<file path="src/rtl/seq_fixdiv_pkg.sv">
// Shared types and sizing helpers for the iterative fixed-point divider.
package seq_fixdiv_pkg;

    typedef enum logic [1:0] {
        IDLE = 2'd0,
        BUSY = 2'd1,
        DONE = 2'd2
    } state_e;

    // Number of restoring steps: one per result bit, plus a guard bit when rounding.
    function automatic int iter_count(input int width, input int frac, input bit round);
        return width + frac + (round ? 1 : 0);
    endfunction

    function automatic int cnt_width(input int width, input int frac);
        return $clog2(width + frac + 2);
    endfunction

endpackage

</file>
<file path="src/rtl/seq_fixdiv_div_step.sv">
// One combinational restoring-division step: shift in a dividend bit, trial-subtract den.
module div_step #(
    parameter int WIDTH = 16
) (
    input  logic [WIDTH:0]   rem_in,
    input  logic             dvd_bit,
    input  logic [WIDTH-1:0] den,
    output logic [WIDTH:0]   rem_out,
    output logic             q_bit
);

    logic [WIDTH+1:0] trial;
    logic [WIDTH+1:0] diff;

    always_comb begin
        trial   = {rem_in, dvd_bit};
        diff    = trial - {2'b00, den};
        q_bit   = (trial >= {2'b00, den});
        rem_out = q_bit ? diff[WIDTH:0] : trial[WIDTH:0];
    end

endmodule

</file>
<file path="src/rtl/seq_fixdiv.sv">
// Iterative unsigned WIDTH.FRAC divider, one restoring step per clock, valid/ready on both sides.
// Define SEQ_FIXDIV_ROUND_EN for round-half-up via one extra guard-bit iteration.
module seq_fixdiv
    import seq_fixdiv_pkg::*;
#(
    parameter int WIDTH = 16,
    parameter int FRAC  = 16
) (
    input  logic             clk,
    input  logic             rst_n,
    input  logic             in_valid,
    output logic             in_ready,
    input  logic [WIDTH-1:0] num,
    input  logic [WIDTH-1:0] den,
    output logic             out_valid,
    input  logic             out_ready,
    output logic [WIDTH-1:0] quot,
    output logic [FRAC-1:0]  frac,
    output logic             div_zero
);

`ifdef SEQ_FIXDIV_ROUND_EN
    localparam bit ROUND = 1'b1;
`else
    localparam bit ROUND = 1'b0;
`endif
    localparam int ITER = iter_count(WIDTH, FRAC, ROUND);
    localparam int CW   = cnt_width(WIDTH, FRAC);
    localparam int RW   = WIDTH + FRAC;

    state_e           state_q, state_d;
    logic [WIDTH-1:0] dvd_q, dvd_d;
    logic [WIDTH-1:0] den_q, den_d;
    logic [WIDTH:0]   rem_q, rem_d;
    logic [ITER-2:0]  qsh_q, qsh_d;
    logic [CW-1:0]    cnt_q, cnt_d;
    logic [RW-1:0]    res_q, res_d;
    logic             dz_q, dz_d;

    logic [WIDTH:0]   step_rem;
    logic             step_q;
    logic [ITER-1:0]  q_next;
    logic [RW-1:0]    q_final;

    // Only the numerator is stored; the FRAC (+guard) low dividend bits are zeros shifted in.
    div_step #(.WIDTH(WIDTH)) u_step (
        .rem_in  (rem_q),
        .dvd_bit (dvd_q[WIDTH-1]),
        .den     (den_q),
        .rem_out (step_rem),
        .q_bit   (step_q)
    );

    always_comb begin
        q_next = {qsh_q, step_q};
`ifdef SEQ_FIXDIV_ROUND_EN
        q_final = q_next[ITER-1:1] + RW'(q_next[0]);
`else
        q_final = q_next;
`endif
    end

    always_comb begin
        state_d = state_q;
        dvd_d   = dvd_q;
        den_d   = den_q;
        rem_d   = rem_q;
        qsh_d   = qsh_q;
        cnt_d   = cnt_q;
        res_d   = res_q;
        dz_d    = dz_q;
        case (state_q)
            IDLE: begin
                if (in_valid) begin
                    dvd_d   = num;
                    den_d   = den;
                    rem_d   = '0;
                    qsh_d   = '0;
                    cnt_d   = CW'(ITER);
                    res_d   = '0;
                    dz_d    = 1'b0;
                    state_d = BUSY;
                end
            end
            BUSY: begin
                // A zero divisor spends exactly one cycle here, so its result lands one edge after accept.
                if (den_q == '0) begin
                    res_d   = '1;
                    dz_d    = 1'b1;
                    state_d = DONE;
                end else begin
                    rem_d = step_rem;
                    dvd_d = {dvd_q[WIDTH-2:0], 1'b0};
                    qsh_d = q_next[ITER-2:0];
                    cnt_d = cnt_q - 1'b1;
                    if (cnt_q == CW'(1)) begin
                        res_d   = q_final;
                        state_d = DONE;
                    end
                end
            end
            DONE: begin
                if (out_ready) state_d = IDLE;
            end
            default: state_d = IDLE;
        endcase
    end

    always_ff @(posedge clk or negedge rst_n) begin
        if (!rst_n) begin
            state_q <= IDLE;
            dvd_q   <= '0;
            den_q   <= '0;
            rem_q   <= '0;
            qsh_q   <= '0;
            cnt_q   <= '0;
            res_q   <= '0;
            dz_q    <= 1'b0;
        end else begin
            state_q <= state_d;
            dvd_q   <= dvd_d;
            den_q   <= den_d;
            rem_q   <= rem_d;
            qsh_q   <= qsh_d;
            cnt_q   <= cnt_d;
            res_q   <= res_d;
            dz_q    <= dz_d;
        end
    end

    assign in_ready  = (state_q == IDLE);
    assign out_valid = (state_q == DONE);
    assign quot      = res_q[RW-1:FRAC];
    assign frac      = res_q[FRAC-1:0];
    assign div_zero  = dz_q;

endmodule

</file>
<file path="config.mk">
export PLATFORM = sky130hd
export DESIGN_NAME = seq_fixdiv
export DESIGN_NICKNAME = d
export VERILOG_FILES = /design/src/rtl/seq_fixdiv_pkg.sv /design/src/rtl/seq_fixdiv_div_step.sv /design/src/rtl/seq_fixdiv.sv
export SDC_FILE = /design/constraint.sdc
export NUM_CORES = 1
export LEC_CHECK = 0
export ABC_CLOCK_PERIOD_IN_PS = 3270
export CAP_MARGIN = 20
export CORE_ASPECT_RATIO = 0.75
export CORE_UTILIZATION = 55
export DETAILED_ROUTE_END_ITERATION = 7
export PLACE_DENSITY = 0.81
export SLEW_MARGIN = 20
export SYNTH_ARGS = -nofsm -noshare
export SYNTH_HDL_FRONTEND = slang
export SYNTH_SLANG_ARGS = --single-unit
export TNS_END_PERCENT = 20
</file>
<file path="constraint.sdc">
create_clock -name clk -period 3.27 [get_ports clk]
set_input_delay 0.654 -clock clk [delete_from_list [all_inputs] [get_ports clk]]
set_output_delay 0.654 -clock clk [all_outputs]
set_load 0.03 [all_outputs]
</file>
**Word level (Yosys, flattened, before mapping)**

Cells that the tools add are included.

- Equality and inequality tests: 8
- Muxes and demuxes: 25
- Reduce and logical (&&, ||, !) cells: 8
- Order comparisons: 1
- Add/sub/neg operators: 2

Operator list:

| kind | number |
|---|---|
| 2-to-1 mux 32 bit | 3 |
| one-hot mux 32 bit (2 select lines) | 1 |
| 2-to-1 mux 31 bit | 2 |
| one-hot mux 31 bit (2 select lines) | 1 |
| 2-to-1 mux 17 bit | 3 |
| one-hot mux 17 bit (2 select lines) | 1 |
| 2-to-1 mux 16 bit | 2 |
| one-hot mux 16 bit (2 select lines) | 1 |
| greater-or-equal comparator 18 x 16 -> 1 bit | 1 |
| subtractor 17 x 16 -> 17 bit | 1 |
| logical NOT 16 bit | 1 |
| 2-to-1 mux 6 bit | 2 |
| one-hot mux 6 bit (2 select lines) | 1 |
| AND reduction 3 bit | 4 |
| 2-to-1 mux 2 bit | 4 |
| == test 6 x 1 -> 1 bit (second input constant) | 1 |
| inequality test 2 bit (second input constant) | 3 |
| one-hot mux 2 bit (3 select lines) | 1 |
| subtractor 6 x 1 -> 6 bit (second input constant) | 1 |
| inequality test 3 bit (second input constant) | 1 |
| == test 2 x 1 -> 1 bit (second input constant) | 1 |
| == test 2 bit (second input constant) | 1 |
| logical NOT 2 bit | 1 |
| 2-to-1 mux 1 bit | 2 |
| 4 further kinds | 4 |

- Input bits: 36
- Register bits: 121
- Output and inout port bits: 35
- Logic and storage cells: 52

**Depth between registers and ports, before layout**

Gate-level depths: netlist of the first run.

- Depth after elaboration: 4
- Gate-level depth with buffers: 11
- Mapped depth without buffers: 9

**Hierarchy**

Synthesis of the first run repeated with hierarchy kept, for this count alone.

- Cell total of the unflattened synthesis: 625
- Area total of the unflattened synthesis: 6114.6 um2

Modules (own cells, without submodules):

| module | cells each | sequential area each (um2) | area each (um2) | times used |
|---|---|---|---|---|
| seq_fixdiv | 462 | 3027.9 | 4954.8 | 1 |
| div_step | 163 | 0.0 | 1159.9 | 1 |

**Worst setup path before layout of the first run**

No wires, ideal clock.

- Path kind: flip-flop to flip-flop
- Start point: register den_q[0]
- End point: register rem_q[11]
- Cell stages (with the launch flop): 11
- Period minus slack after synthesis: 2.319 ns
- Data arrival time: 2.195 ns
- Slack: 0.951 ns
- Library setup time: 0.125 ns
- Buffers on the path: 2
- Data required time: 3.145 ns
- Path through: dfrtp_1 -> ha_1 -> fa_1 -> nand2b_1 -> a21oi_1 -> o211ai_2 -> nand3_2 -> buf_6 -> buf_2 -> o21ai_0 -> o21bai_1

- Word-level cells in the longest chain between the ends: 4
- Elaborated cells on any way between the ends: 8
- Those cells by class: add/sub (1); order compare (1); eq/ne (1); mux (3); reduce/logical (2)

Ends and longest elaborated chain:

| item | RTL line | source |
|---|---|---|
| start: declaration | seq_fixdiv.sv:33 | `logic [WIDTH-1:0] den_q, den_d;` |
| start signal: assignment | seq_fixdiv.sv:122 | `den_q <= den_d;` |
| subtractor 17 x 16 -> 17 bit / greater-or-equal comparator 18 x 16 -> 1 bit (equally long branches) | seq_fixdiv_div_step.sv:17, seq_fixdiv_div_step.sv:18 |  |
| 2-to-1 mux 17 bit | seq_fixdiv_div_step.sv:19 | `rem_out = q_bit ? diff[WIDTH:0] : trial[WIDTH:0];` |
| 2-to-1 mux 17 bit | seq_fixdiv.sv:87 | `if (den_q == '0) begin` |
| one-hot mux 17 bit (2 select lines) | seq_fixdiv.sv:72 | `case (state_q)` |
| end signal: assignment | seq_fixdiv.sv:123 | `rem_q <= rem_d;` |
| end: declaration | seq_fixdiv.sv:34 | `logic [WIDTH:0] rem_q, rem_d;` |

Parallel ways exist; a longest one is shown, timed or not. The select of a mux whose other input is x is not followed.
A chain may end at the register's enable or synchronous reset.

**Worst setup path in the final report of the first run**

- Start point: register den_q[0]
- End point: register rem_q[0]

The elaborated chain is that of the path after synthesis.

==> summary.txt, run 1 <==
Clocking
  • CTS Root Cell: clkbuf_16
  • TritonCTS clock tree: done
  • Clock transition at path regs: 50 ps
  • CTS Buf Count: 17
  • CTS HTree Levels: 4
  • CTS resizes: 0
  • Maximum root-to-sink buffer count: 2
  • Worst skew pair latency: between 400 and 500 ps
  • Post-CTS setup buffers: 0
  • Clock Sinks: 121
  • Hold buffers post-CTS: 0

STA
  • Tmin final: 2740 ps
  • Final Cycle Share: 0.838
  • Worst slew pin tran: 790 ps
  • Setup Viol. Count Final: 0
  • Skew final: approximately 6 ps
  • Max Slew Vio Count: 0
  • RSZ-0062 raised after global routing: no
  • Relative slew slack: 0.472
  • Setup TNS: 0 ps
  • Hold Violations, Final: 0
  • Max Clk Rate: about 360 MHz

Synth
  • Async SR Flop Fraction: 1.00
  • Sequential area share after synthesis: 0.509
  • Synth top cells by count: nand2_1 (166), dfrtp_1 (121), nand3_1 (54), nor2_1 (54), a21oi_1 (45)
  • Synth Instances: 674
  • Share of the synthesized area in the top cell type: 0.509
  • Synth area leaders: dfrtp_1 (51%), nand2_1 (10%), nand3_1 (4.5%), a21oi_1 (3.8%), ha_1 (3.8%)
  • Synth warn: 0
  • Syn Nets: 729
  • Yosys cell types: 54
  • Synth Flop Type: dfrtp_1
  • FF+latch count, synth: about 120
  • Cell Area, Synth: 5940 µm²
  • Number of flops mapped to enable cells by yosys: 0
  • Largest area contributor in the synthesized netlist: dfrtp_1
  • Most numerous cell in the Yosys netlist: nand2_1
  • Syn avg cell area: 8.82 µm²

Place
  • Post-DP Area: 6750 µm²
  • PortBufs: 70
  • RePlAce Congestion: 0.943
  • DP HPWL: 9440 µm

Power and ir drop
  • Worst vdd ir: 0.607 mV
  • Cell internal pwr: 5390 µW
  • Sw Ratio: 0.429
  • Seq pwr share: 0.287
  • Clock power frac: 0.209
  • Leak pwr: 0.00342 µW
  • PwrDens: 1280 nW/µm²
  • Gate power share: 0.504
  • P_sw: 4050 µW
  • Tot Pwr: approximately 9400 µW

Worst setup path
  • Slowest CP cell: dfrtp_1
  • RR Startpoint: den_q[0]
  • Crit-path cells: ha_1 -> fa_1 -> nand2b_1 -> a21oi_1 -> o211ai_2 -> nand3_2 -> mux2_2 -> o21ai_0
  • Setup CP Type: reg -> reg
  • Crit. End Element: register
  • Worst Setup Start Kind: register
  • Reg2reg end: rem_q[0]
  • Worst R2R Setup Slack: ~530 ps
  • WP data required: approximately 3600 ps
  • Path depth of the worst reg2reg path: 8
  • Slowest stage delay, CP: 400 ps
  • CP max FO: 21
  • Worst EP arrival: 3070 ps

Min path
  • Hold Path Class: in -> async

Floorplanning
  • DIE WIDTH: 122 µm
  • Core area: 10400 µm²
  • Initial Utilization: 0.571
  • Die height: 92.0 µm
  • Area of the die: 11200 µm²
  • Row cnt: 32
  • Ports: 71

Global routing
  • Vias in the first global route: 4958
  • Overflow after GRT: 0
  • Largest net degree at the start of global routing: 70
  • First-pass GRT wire length: between 20000 and 25000 µm
  • GRT Util Overall: 0.283
  • Initial antenna violation count: 0

Routing
  • ANT nets after route: 0
  • DR iter-0 viols: 317
  • Total Wirelength: 14600 µm
  • Routed vias/inst: 5.77
  • Via Count: 5080
  • Number of remaining DRC errors: 0
  • Wire per inst: 16.6 µm
  • Detailed Routing Iterations Pass 1: 7

Layout
  • Layout cells sized above 1: 0.0725
  • Fin area: 7370 µm²
  • Area growth syn-to-layout: 23.9%
  • Layout Nets: 787
  • Antenna cells: 0

Run status
  • Status: complete, no violations

Flow run
  • Max-cap viol count: 0
[layer usage]
layer	global-route usage	vias up	part of all wire
met5	0	-	0
li1	-	2416	-
met1	0.402	2480	0.46
met3	0.0759	17	0.066
met2	0.422	167	0.46
met4	0.0874	0	0.012
[layout by cell type (no fill, tap or decap), drive strengths merged, types with 8 or more instances in the layout]
cell type and n:
a22oi 14, dfrtp 121, nor2 54, nand2 166, a21oi 45, clkbuf 20
nand3 55, buf 12, inv 26, ha 18, xnor2 8, clkdlybuf4s50 69
o21ai 37
[registers in the layout, summed over array words and instances, names as in the netlist]
| name | cells |
|---|---|
| cnt_q | 6 |
| den_q | 16 |
| dvd_q | 16 |
| res_q | 32 |
| state_q | 2 |
| rem_q | 17 |
| div_zero | 1 |
| qsh_q | 31 |
[layout make-up]
type / count / area (µm²)
multi-input cells: 486 / 2660
flip-flops and latches: 121 / 3030
repair buffers: 81 / 793
well taps: 136 / 170
clock buffers: 20 / 447
clock inverters: 12 / 173
fillers: 799 / 3040
inverters: 25 / 93.8
[logic make-up after synthesis]
| logic type | after synthesis | synth area share |
|---|---|---|
| XOR/XNOR | 15 | 0.0221 |
| flip-flops | 121 | 0.509 |
| AND/OR/NAND/NOR | 303 | 0.216 |
| AO/OA/AOI/OAI | 140 | 0.149 |
| multiplexers | 9 | 0.0156 |
| buffers and inverters | 67 | 0.0463 |
| adder cells (fa/ha/maj) | 19 | 0.0413 |
[power groups by stage]
stage / Clock (µW) / Combinational, µW / Sequential [µW]
2_1_floorplan: 0 / 3120 / 2940
3_3_place_gp: 0 / 4540 / 2670
3_5_place_dp: 0 / 4660 / 2700
4_1_cts: 1990 / 4720 / 2690
5_1_grt: 2060 / 5260 / 2780
6_report: 1970 / 4750 / 2700
[worst max-delay path, delay by kind of cell (launching register included)]
kind	cells	cell delay, ps
adders and majority gates	2	630
AOI/OAI and AO/OA	3	650
muxes	1	390
DFF	1	400
and+or+nand+nor	2	570
[worst max path at each step]
stage / startpoint / to / slack (ps) / cells after the start
floorplan: den_q[0] / rem_q[11] / 950 / 10
detailed placement: den_q[0] / rem_q[13] / 570 / 8
global route: den_q[0] / rem_q[13] / 340 / 8
finish: den_q[0] / rem_q[0] / 530 / 8
global placement: den_q[0] / rem_q[0] / 670 / 8
CTS: den_q[0] / rem_q[0] / 540 / 8
[stage by stage]
step	hold slack, ps	util	cells	worst slack [ps]
global route	334	0.708	881	339
finish	280	0.708	881	529
detailed placement	462	0.648	849	566
floorplan	358	-	674	951
global placement	460	0.648	849	667
CTS	304	0.708	881	538
(Power assumes the default switching activity.)
==> run 2: changes to the inputs <==
--- a/config.mk
+++ b/config.mk
@@ -5,12 +5,12 @@
 export SDC_FILE = /design/constraint.sdc
 export NUM_CORES = 1
 export LEC_CHECK = 0
-export ABC_CLOCK_PERIOD_IN_PS = 3270
+export ABC_CLOCK_PERIOD_IN_PS = 2440
 export CAP_MARGIN = 20
 export CORE_ASPECT_RATIO = 0.75
-export CORE_UTILIZATION = 55
+export CORE_UTILIZATION = 51
 export DETAILED_ROUTE_END_ITERATION = 7
-export PLACE_DENSITY = 0.81
+export PLACE_DENSITY = 0.79
 export SLEW_MARGIN = 20
 export SYNTH_ARGS = -nofsm -noshare
 export SYNTH_HDL_FRONTEND = slang
==> constraint.sdc (replaced) <==
create_clock -name clk -period 2.44 [get_ports clk]
set_input_delay 0.488 -clock clk [delete_from_list [all_inputs] [get_ports clk]]
set_output_delay 0.488 -clock clk [all_outputs]
set_load 0.03 [all_outputs]
==> summary.txt, run 2 (same netlist as run 1, synthesis figures left out) <==
Place
  • Pre-CTS setup slack: 60.6 ps
  • PortBufs: 70
  • RePlAce Congestion: 0.920
  • Post-Place Cells: 870
  • DP HPWL: 10100 µm
  • Post-DP Area: 6930 µm²

STA
  • Setup Viol. Count Final: 0
  • Setup TNS: 0 ps
  • Relative slew slack: 0.636
  • Max Slew Vio Count: 0
  • Max Clk Rate: 425 MHz
  • Skew final: 9.42 ps
  • Tmin final: 2360 ps
  • Final Cycle Share: 0.965
  • Worst slew pin tran: 540 ps
  • Hold Violations, Final: 0
  • Worst Slack Setup Final: 84.7 ps

Worst setup path
  • Setup CP Type: reg -> out
  • Path depth of the worst reg2reg path: 9
  • CP startpoint: state_q[0]
  • Slowest stage delay, CP: 720 ps
  • RR Startpoint: den_q[0]
  • Worst Setup Start Kind: register
  • Worst EP arrival: ~1900 ps
  • CP max FO: 6
  • Crit. End Element: output port
  • Crit-path cells: nor2_1 -> clkdlybuf4s50_1
  • WP data required: approximately 2000 ps
  • Slowest CP cell: clkdlybuf4s50_1

Layout
  • Max reg flops: 32
  • Antenna cells: 0
  • Commonest non-fill, non-tap cells in the layout: nand2_1 (165), dfrtp_1 (121), clkdlybuf4s50_1 (69), nand3_1 (54), nor2_1 (53)
  • Final cell count without fillers: around 900
  • Fillcell total: 856
  • Commonest non-fill, non-tap cell in the layout: nand2_1
  • Layout Nets: 804
  • Layout cells sized above 1: 0.0971
  • Area growth syn-to-layout: 26.9%
  • Fin area: approximately 7500 µm²
  • Final core occ: 0.677
  • Largest regs: res_q (32), qsh_q (31), rem_q (17)
  • Largest reg by FF count: res_q

Floorplanning
  • DIE WIDTH: 127 µm
  • Row cnt: 33
  • Die height: 95.5 µm
  • Core area: 11100 µm²
  • Area of the die: 12100 µm²
  • Ports: between 70 and 80
  • Initial Utilization: 0.533

Routing
  • ANT nets after route: 0
  • Detailed Routing Iterations Pass 1: 5
  • Total Wirelength: 14500 µm
  • Routed vias/inst: 5.72
  • DR iter-0 viols: 415
  • Wire per inst: 16.1 µm
  • Via Count: around 5200
  • Number of remaining DRC errors: 0

Clocking
  • TritonCTS clock tree: done
  • Worst skew pair latency: 420 ps
  • Post-CTS setup buffers: 0
  • CTS HTree Levels: 4
  • Clock transition at path regs: around 60 ps
  • Clock Sinks: between 100 and 150
  • CTS Root Cell: clkbuf_16
  • Maximum root-to-sink buffer count: 2
  • CTS Buf Count: 17

Power and ir drop
  • Worst vdd ir: around 0.87 mV
  • PwrDens: approximately 1700 nW/µm²
  • Leak pwr: ~0.0035 µW

Flow run
  • Max-cap viol count: 0

Global routing
  • Initial antenna violation count: 0
  • Largest net degree at the start of global routing: 50
  • Overflow after GRT: 0
  • Vias in the first global route: 4987
  • GRT Util Overall: 0.263
  • First-pass GRT wire length: about 24000 µm

Min path
  • Hold Path Class: in -> async

Run status
  • Status: complete, no violations
## run 2: cell types whose count changed in the layout (fill, tap and decap cells not counted), sizes merged
cell,change
clkinv,+1
clkbuf,-1
buf,+17
clkinvlp,+1
inv,+1
bufinv,-2
## run 2: layer usage
metal	global-route usage	wire, µm	vias up
met3	0.0741	1060	25
met4	0.0863	212	0
met5	0	0	-
li1	-	-	2445
met2	0.406	6620	190
met1	0.359	6600	2503
## run 2: timing repair
item,in CTS,in global routing
hold endpoints to repair,0,0
gates resized for setup,0,4
endpoints found under the setup margin,0,14
hold buffers,0,0
## run 2: final timing paths
check	endpoint	slack [ps]
min in group clk	dvd_q[2]	480
worst min-delay path	den_q[4]	3
worst max-delay path	in_ready	80
worst min register to register	dvd_q[2]	480
max in group asynchronous	res_q[29]	1830
worst max register to register	rem_q[14]	120
## run 2: where the power goes
group	leakage, µW	internal [µW]	switching [µW]	total, µW
Combinational	0.00176	2780	3920	6700
Clock	0.000286	1560	946	2510
Sequential	0.00146	2970	665	3630
## run 2: final cells by class
class / instances / area (µm²) / share of cell area
repair buffers: 98 / 975 / 0.129
flip-flops and latches: 121 / 3030 / 0.401
clock inverters: 13 / 145 / 0.0192
clock buffers: 19 / 453 / 0.0600
inverters: 25 / 93.8 / 0.0124
multi-input cells: 486 / 2670 / 0.354
well taps: 140 / 175 / 0.0232
## run 2: critical path: cells and delay by family (launching register included)
family / cells / cell delay, ps
flops: 1 / 450
buf+inv: 1 / 720
simple gates: 1 / 270
## run 2: metrics by stage
step / hold slack (ps) / total power (µW)
after floorplan: 192 / 8120
after global placement: 451 / 9980
after detailed placement: 465 / 10200
after CTS: 19.0 / 12800
after global routing: 33.1 / 13800
final: 2.92 / 12800
